[src/rtl/audio_pkg.sv]
`default_nettype none
// ============================================================================
// Module : audio_pkg
// Brief  : Shared constants and FSM encoding for the serial audio receiver.
// Rev    : 1.0  initial release
// ============================================================================
package audio_pkg;

    localparam int AUDIO_W        = 16;
    localparam int BITS_PER_FRAME = 2 * AUDIO_W;

    typedef enum logic [1:0] {
        HUNT  = 2'd0,
        RIGHT = 2'd1,
        LEFT  = 2'd2
    } audio_state_e;

    function automatic logic state_is_locked(audio_state_e s);
        return (s == RIGHT) || (s == LEFT);
    endfunction

endpackage
`default_nettype wire

[src/rtl/audio_rx_deserializer_if.sv]
`default_nettype none
// ============================================================================
// Module : audio_rx_deserializer_if
// Brief  : Serial audio inputs and parallel stereo-word outputs of the receiver.
// Rev    : 1.0  initial release
// ============================================================================
interface audio_rx_deserializer_if #(
    parameter int DATA_W = audio_pkg::AUDIO_W
);
    logic              audio_bck;
    logic              audio_ws;
    logic              audio_data;
    logic [DATA_W-1:0] audio_out_left;
    logic [DATA_W-1:0] audio_out_right;
    logic              sample_valid;
    logic              frame_err;
    logic              locked;

    // master is the serial source / sample consumer side, slave is the receiver
    modport master (
        output audio_bck, audio_ws, audio_data,
        input  audio_out_left, audio_out_right, sample_valid, frame_err, locked
    );

    modport slave (
        input  audio_bck, audio_ws, audio_data,
        output audio_out_left, audio_out_right, sample_valid, frame_err, locked
    );
endinterface
`default_nettype wire

[src/rtl/audio_sync.sv]
`default_nettype none
// ============================================================================
// Module : audio_sync
// Brief  : Multi-flop synchronizer for one asynchronous single-bit input.
// Rev    : 1.0  initial release
// ============================================================================
module audio_sync #(
    parameter int SYNC_STAGES = 2
) (
    input  logic clk,
    input  logic rst_n,
    input  logic d,
    output logic q
);
    // Fewer than two flops cannot resolve metastability; clamp silently.
    localparam int STAGES = (SYNC_STAGES < 2) ? 2 : SYNC_STAGES;

    logic [STAGES-1:0] sync_q;
    logic [STAGES-1:0] sync_d;

    always_comb begin
        sync_d = {sync_q[STAGES-2:0], d};
    end

    always_ff @(posedge clk or negedge rst_n) begin
        if (!rst_n) begin
            sync_q <= '0;
        end else begin
            sync_q <= sync_d;
        end
    end

    assign q = sync_q[STAGES-1];

endmodule
`default_nettype wire

[src/rtl/audio_rx_deserializer.sv]
`default_nettype none
// ============================================================================
// Module : audio_rx_deserializer
// Brief  : Recovers right/left PCM word pairs from an external bck/ws/data link.
// Rev    : 1.0  initial release
// ============================================================================
module audio_rx_deserializer
    import audio_pkg::*;
#(
    parameter int DATA_W      = AUDIO_W,
    parameter int SYNC_STAGES = 2
) (
    input  logic                    clk,
    input  logic                    rst_n,
    audio_rx_deserializer_if.slave  bus
);
    localparam int              CNT_W    = $clog2(DATA_W + 1);
    localparam logic [CNT_W-1:0] CNT_ONE  = CNT_W'(1);
    localparam logic [CNT_W-1:0] CNT_FULL = CNT_W'(DATA_W);

    logic bck_sync;
    logic ws_sync;
    logic data_sync;

    audio_sync #(.SYNC_STAGES(SYNC_STAGES)) u_sync_bck (
        .clk (clk), .rst_n (rst_n), .d (bus.audio_bck),  .q (bck_sync)
    );
    audio_sync #(.SYNC_STAGES(SYNC_STAGES)) u_sync_ws (
        .clk (clk), .rst_n (rst_n), .d (bus.audio_ws),   .q (ws_sync)
    );
    audio_sync #(.SYNC_STAGES(SYNC_STAGES)) u_sync_data (
        .clk (clk), .rst_n (rst_n), .d (bus.audio_data), .q (data_sync)
    );

    // Edge-detect stage: ws/data are captured alongside the rise flag so they
    // come from the same synchronizer sample as the detected bck edge.
    logic bck_prev_q, bck_prev_d;
    logic rise_q,     rise_d;
    logic ws_q,       ws_d;
    logic data_q,     data_d;

    always_comb begin
        bck_prev_d = bck_sync;
        rise_d     = bck_sync & ~bck_prev_q;
        ws_d       = ws_sync;
        data_d     = data_sync;
    end

    always_ff @(posedge clk or negedge rst_n) begin
        if (!rst_n) begin
            bck_prev_q <= 1'b0;
            rise_q     <= 1'b0;
            ws_q       <= 1'b0;
            data_q     <= 1'b0;
        end else begin
            bck_prev_q <= bck_prev_d;
            rise_q     <= rise_d;
            ws_q       <= ws_d;
            data_q     <= data_d;
        end
    end

    audio_state_e      state_q,      state_d;
    logic              ws_prev_q,    ws_prev_d;
    logic [DATA_W-1:0] shift_q,      shift_d;
    logic [CNT_W-1:0]  bit_cnt_q,    bit_cnt_d;
    logic [DATA_W-1:0] right_hold_q, right_hold_d;
    logic              pair_q,       pair_d;
    logic              err_q,        err_d;
    logic [DATA_W-1:0] out_left_q,   out_left_d;
    logic [DATA_W-1:0] out_right_q,  out_right_d;
    logic              valid_q,      valid_d;
    logic              ferr_q,       ferr_d;
    logic              locked_q,     locked_d;

    logic [DATA_W-1:0] shift_in;
    logic [DATA_W-1:0] shift_fresh;
    logic              word_full;

    always_comb begin
        state_d      = state_q;
        ws_prev_d    = ws_prev_q;
        shift_d      = shift_q;
        bit_cnt_d    = bit_cnt_q;
        right_hold_d = right_hold_q;
        pair_d       = 1'b0;
        err_d        = 1'b0;
        shift_in     = {shift_q[DATA_W-2:0], data_q};
        shift_fresh  = {{(DATA_W-1){1'b0}}, data_q};
        word_full    = (bit_cnt_q == CNT_FULL);

        if (rise_q) begin
            ws_prev_d = ws_q;
            unique case (state_q)
                HUNT: begin
                    if (ws_prev_q && !ws_q) begin
                        state_d   = RIGHT;
                        shift_d   = shift_fresh;
                        bit_cnt_d = CNT_ONE;
                    end
                end
                RIGHT, LEFT: begin
                    if (ws_q == ws_prev_q) begin
                        if (word_full) begin
                            // Overlong word: framing is lost, resynchronise.
                            err_d     = 1'b1;
                            state_d   = HUNT;
                            shift_d   = '0;
                            bit_cnt_d = '0;
                        end else begin
                            shift_d   = shift_in;
                            bit_cnt_d = bit_cnt_q + CNT_ONE;
                            if (bit_cnt_q == CNT_FULL - CNT_ONE) begin
                                if (state_q == RIGHT) begin
                                    right_hold_d = shift_in;
                                end else begin
                                    pair_d = 1'b1;
                                end
                            end
                        end
                    end else if (word_full) begin
                        state_d   = ws_q ? LEFT : RIGHT;
                        shift_d   = shift_fresh;
                        bit_cnt_d = CNT_ONE;
                    end else begin
                        // Short word: only a falling ws edge marks a trustworthy
                        // right-word start; a rising edge means we must re-hunt.
                        err_d = 1'b1;
                        if (!ws_q) begin
                            state_d   = RIGHT;
                            shift_d   = shift_fresh;
                            bit_cnt_d = CNT_ONE;
                        end else begin
                            state_d   = HUNT;
                            shift_d   = '0;
                            bit_cnt_d = '0;
                        end
                    end
                end
                default: begin
                    state_d   = HUNT;
                    shift_d   = '0;
                    bit_cnt_d = '0;
                end
            endcase
        end

        // shift_q and right_hold_q are stable here: bck edges are >= 4 clk apart.
        out_left_d  = pair_q ? shift_q      : out_left_q;
        out_right_d = pair_q ? right_hold_q : out_right_q;
        valid_d     = pair_q;
        ferr_d      = err_q;
        locked_d    = state_is_locked(state_d);
    end

    always_ff @(posedge clk or negedge rst_n) begin
        if (!rst_n) begin
            state_q      <= HUNT;
            ws_prev_q    <= 1'b0;
            shift_q      <= '0;
            bit_cnt_q    <= '0;
            right_hold_q <= '0;
            pair_q       <= 1'b0;
            err_q        <= 1'b0;
            out_left_q   <= '0;
            out_right_q  <= '0;
            valid_q      <= 1'b0;
            ferr_q       <= 1'b0;
            locked_q     <= 1'b0;
        end else begin
            state_q      <= state_d;
            ws_prev_q    <= ws_prev_d;
            shift_q      <= shift_d;
            bit_cnt_q    <= bit_cnt_d;
            right_hold_q <= right_hold_d;
            pair_q       <= pair_d;
            err_q        <= err_d;
            out_left_q   <= out_left_d;
            out_right_q  <= out_right_d;
            valid_q      <= valid_d;
            ferr_q       <= ferr_d;
            locked_q     <= locked_d;
        end
    end

    assign bus.audio_out_left  = out_left_q;
    assign bus.audio_out_right = out_right_q;
    assign bus.sample_valid    = valid_q;
    assign bus.frame_err       = ferr_q;
    assign bus.locked          = locked_q;

endmodule
`default_nettype wire

[src/flat_wrapper.sv]
// flat-port wrapper written by rule: the top's interface ports become plain ports
module audio_rx_deserializer_flat import audio_pkg::*;
#(
    parameter int DATA_W      = AUDIO_W,
    parameter int SYNC_STAGES = 2
)
  (clk, rst_n, bus_audio_bck, bus_audio_ws, bus_audio_data, bus_audio_out_left, bus_audio_out_right, bus_sample_valid, bus_frame_err, bus_locked);
  audio_rx_deserializer_if #(.DATA_W(DATA_W)) bus_i ();
  input  logic clk;
  input  logic rst_n;
  input wire logic [$bits(bus_i.audio_bck)-1:0] bus_audio_bck;
  input wire logic [$bits(bus_i.audio_ws)-1:0] bus_audio_ws;
  input wire logic [$bits(bus_i.audio_data)-1:0] bus_audio_data;
  output wire logic [$bits(bus_i.audio_out_left)-1:0] bus_audio_out_left;
  output wire logic [$bits(bus_i.audio_out_right)-1:0] bus_audio_out_right;
  output wire logic [$bits(bus_i.sample_valid)-1:0] bus_sample_valid;
  output wire logic [$bits(bus_i.frame_err)-1:0] bus_frame_err;
  output wire logic [$bits(bus_i.locked)-1:0] bus_locked;
  assign bus_i.audio_bck = bus_audio_bck;
  assign bus_i.audio_ws = bus_audio_ws;
  assign bus_i.audio_data = bus_audio_data;
  assign bus_audio_out_left = bus_i.audio_out_left;
  assign bus_audio_out_right = bus_i.audio_out_right;
  assign bus_sample_valid = bus_i.sample_valid;
  assign bus_frame_err = bus_i.frame_err;
  assign bus_locked = bus_i.locked;
  audio_rx_deserializer #(.DATA_W(DATA_W), .SYNC_STAGES(SYNC_STAGES)) u_core (.clk(clk), .rst_n(rst_n), .bus(bus_i));
endmodule
[config.mk]
export PLATFORM = sky130hd
export DESIGN_NAME = audio_rx_deserializer_flat
export DESIGN_NICKNAME = d
export VERILOG_FILES = /design/src/rtl/audio_pkg.sv /design/src/rtl/audio_rx_deserializer_if.sv /design/src/rtl/audio_sync.sv /design/src/rtl/audio_rx_deserializer.sv /design/src/flat_wrapper.sv
export SDC_FILE = /design/constraint.sdc
export NUM_CORES = 1
export LEC_CHECK = 0
export CORE_MARGIN = 2
export CORE_UTILIZATION = 50
export CTS_CLUSTER_DIAMETER = 150
export DETAILED_ROUTE_END_ITERATION = 8
export DONT_BUFFER_PORTS = 1
export MAX_ROUTING_LAYER = met4
export PLACE_DENSITY = 0.68
export SKIP_CTS_REPAIR_TIMING = 1
export SYNTH_ARGS = -nofsm -noshare
export SYNTH_HDL_FRONTEND = slang
export SYNTH_SLANG_ARGS = --single-unit
[constraint.sdc]
create_clock -name clk -period 3 [get_ports clk]
set_input_delay 0.6 -clock clk [delete_from_list [all_inputs] [get_ports clk]]
set_output_delay 0.6 -clock clk [all_outputs]
set_load 0.01 [all_outputs]
==> impl_metrics.tcl <==
set metrics [dict create \
    status "finished, final reports clean" \
    avgSynthCellArea_sq_um 14.9 \
    ant_nets 0 \
    hold_class "primary input to asynchronous set/reset pin" \
    worstPathArrival_ns 2.54 \
    seq_area_frac_synth_pct 64.0 \
    path_class "flip-flop to flip-flop" \
    vias_per_cell 5.67 \
    design.core.area_sq_um 6680 \
    grt_pass1_vias 1764 \
    cts-root-buf "clkbuf_8" \
    p_switching_w 0.000678 \
    worstPathRequired_ns 3.28 \
    row_count 30 \
    final_common_cell "dfrtp_1" \
    routabilityCongestion 0.814 \
    cellPowerDensity_nw_per_um2 642 \
    io_buffers 0 \
    fin_ws_ns 0.739 \
    clkTransAtPathRegs_ns 0.08 \
    yosysTopAreaCellShare_pct 64.0 \
    synth_area_sq_um 3400 \
    numClockSinks 87 \
    reg2regPathDepth 6 \
    num_vias 1813 \
    pin_count 40 \
    min_period_ns 2.26 \
    dpl.hpwl_microns 3500 \
    synth_nets 240 \
    drt-pass1-iter-count 4 \
    wl_microns 5440 \
    pwr-share-seq_pct 54.5 \
    nets 247 \
    postSynthCellCount 228 \
    initial_utilization_pct 50.9 \
    combPwrFrac_pct 13.7 \
    n_fill_cell 544 \
    tightestPinTransition_ns 0.652 \
    place_inst 303 \
    n_antenna_cell 0 \
    detail_route.wl_per_cell_microns 17.0 \
    end_kind "flip-flop" \
    antenna_found_initial 0 \
    slew_headroom_pct 56.5 \
    die_w_microns 86.5 \
    rsz0062_at_grt "no" \
    multi_input_area_sq_um 1130 \
    drc 0 \
    grt_overflow 0 \
    clock_skew_ns 0.0103 \
    cts_buffer_depth 2 \
    peakVddDrop_mv 0.390 \
    place_area_sq_um 3470 \
    startpoint_type "flip-flop" \
    fin_cells 320 \
    report.final.hold_viol_count 0 \
    sw_frac_of_total_pct 28.7 \
    grt_pass1_wl_microns 9100 \
    yosys.area.top_type "dfrtp_1" \
    intPower_w 0.00169 \
    synthTopCellsByArea "dfrtp_1 (64%), mux2_2 (16%), a22o_1 (4.4%), ha_1 (2.6%), nand2_1 (1.3%)" \
    final_cell_mix "dfrtp_1 (87), mux2_2 (49), a22o_1 (17), nand2_1 (12), clkbuf_8 (10)" \
    p_clk_share_pct 31.8 \
    cts_made_buffers 9 \
    insertion_delay_ns 0.35 \
    synth_cell_types 34 \
    drive_above_1_share_pct 31.7 \
    setup-tns-final_ns 0 \
    fin_area_sq_um 3680 \
    yosysWarningCount 0 \
    cts_tree "yes" \
    yosys_register_bits 87 \
    grt_max_degree 88 \
    worstPathMaxFanout 16 \
    die-area_sq_um 7470 \
    register_area_sq_um 2180 \
    fmax_ghz 0.442 \
    cap_violations 0 \
    setup_violations 0 \
    final.period_utilization_pct 75.4 \
    grt.total_usage_pct 16.4 \
    drt_iter0_drc 97 \
    power_w 0.00236 \
    die_y_microns 86.5 \
    dp_slack_ns 0.766 \
    syn_to_final_growth_pct 8.32 \
    p_leak_nw 1.81 \
    slew_violations 0 \
    htreeDepth 3 \
]
==> critical path: stages, from the launching register on <==
cell and delay [ns]:
dfrtp_1 0.40, inv_1 0.08, ha_1 0.25, nor2b_1 0.17
nand2b_1 0.43, nor3_4 0.64, a22o_1 0.23
==> cells by family after synthesis <==
logic type / count (synthesis) / synth area share [%]
mux: 49 / 16.2
buf+inv: 18 / 2.69
xor+xnor: 1 / 0.258
simple gates: 34 / 7.03
fa+ha+maj: 7 / 2.58
flops: 87 / 64.0
compound gates: 32 / 7.18
==> power by group through the flow <==
stage | Clock, W | Sequential (W) | Combinational, W
after floorplan | 0 | 0.00129 | 0.000252
after global placement | 0 | 0.00131 | 0.000291
after detailed placement | 0 | 0.00131 | 0.000294
after CTS | 0.000770 | 0.00129 | 0.000298
after global routing | 0.000822 | 0.00130 | 0.000363
final | 0.000752 | 0.00129 | 0.000323
==> worst paths after layout <==
| kind | slack [ns] | to | from |
|---|---|---|---|
| worst max-delay path | 0.74 | u_core.shift_q[4] | u_core.state_q[0] |
| worst min-delay path | 0.15 | u_core.ws_prev_q | rst_n |
| worst max register to register | 0.74 | u_core.shift_q[4] | u_core.state_q[0] |
| worst min register to register | 0.35 | u_core.bus.frame_err | u_core.err_q |
| max in group asynchronous | 2.52 | u_core.shift_q[6] | rst_n |
| min in group clk | 0.27 | u_core.u_sync_data.sync_q[0] | bus_audio_data |
==> stage by stage <==
stage | utilization, % | hold slack, ns
floorplan | - | 0.304
global placement | 52.0 | 0.307
detailed placement | 52.0 | 0.306
CTS | 54.7 | -0.0768
global route | 55.1 | 0.181
finish | 55.1 | 0.150
==> flip-flops by register name, summed over array words and instances (netlist names), 2 cells and up <==
signal / count
u_core.u_sync_data.sync_q: 2
u_core.bus.audio_out_left: 16
u_core.bus.audio_out_right: 16
u_core.bit_cnt_q: 5
u_core.state_q: 2
u_core.u_sync_bck.sync_q: 2
u_core.shift_q: 16
u_core.u_sync_ws.sync_q: 2
u_core.right_hold_q: 16
==> final cells by class <==
cell class | instances | area share [%]
well taps | 80 | 2.72
clock buffers | 11 | 3.84
repair buffers | 5 | 1.56
inverters | 9 | 0.917
clock inverters | 5 | 1.12
flip-flops and latches | 87 | 59.1
multi-input cells | 123 | 30.7
==> layer usage <==
layer	track usage [%]	up-vias	part of all wire, %
met1	23.7	935	48
met2	22.2	39	46
met3	3.90	9	4.2
li1	-	830	-
met5	-	-	0
met4	7.24	0	2.1
==> cell usage after synthesis, drive strengths merged <==
master and n:
inv 9, nor2 2, nand2 12, nor4b 1, nand3 3, o41ai 1, and4bb 1, o311ai 1
xor2 1, o21a 1, o21ba 1, mux2 49, ha 7, nand2b 3, or2b 2, o21ai 6
and3 1, or3 1, nand4bb 1, a31oi 1, o221ai 1, a22o 17, nand3b 1, dfrtp 87
buf 6, clkbuf 3, a21oi 3, nor2b 2, nor3 4
No activity file was read; power rests on OpenSTA's default activity.
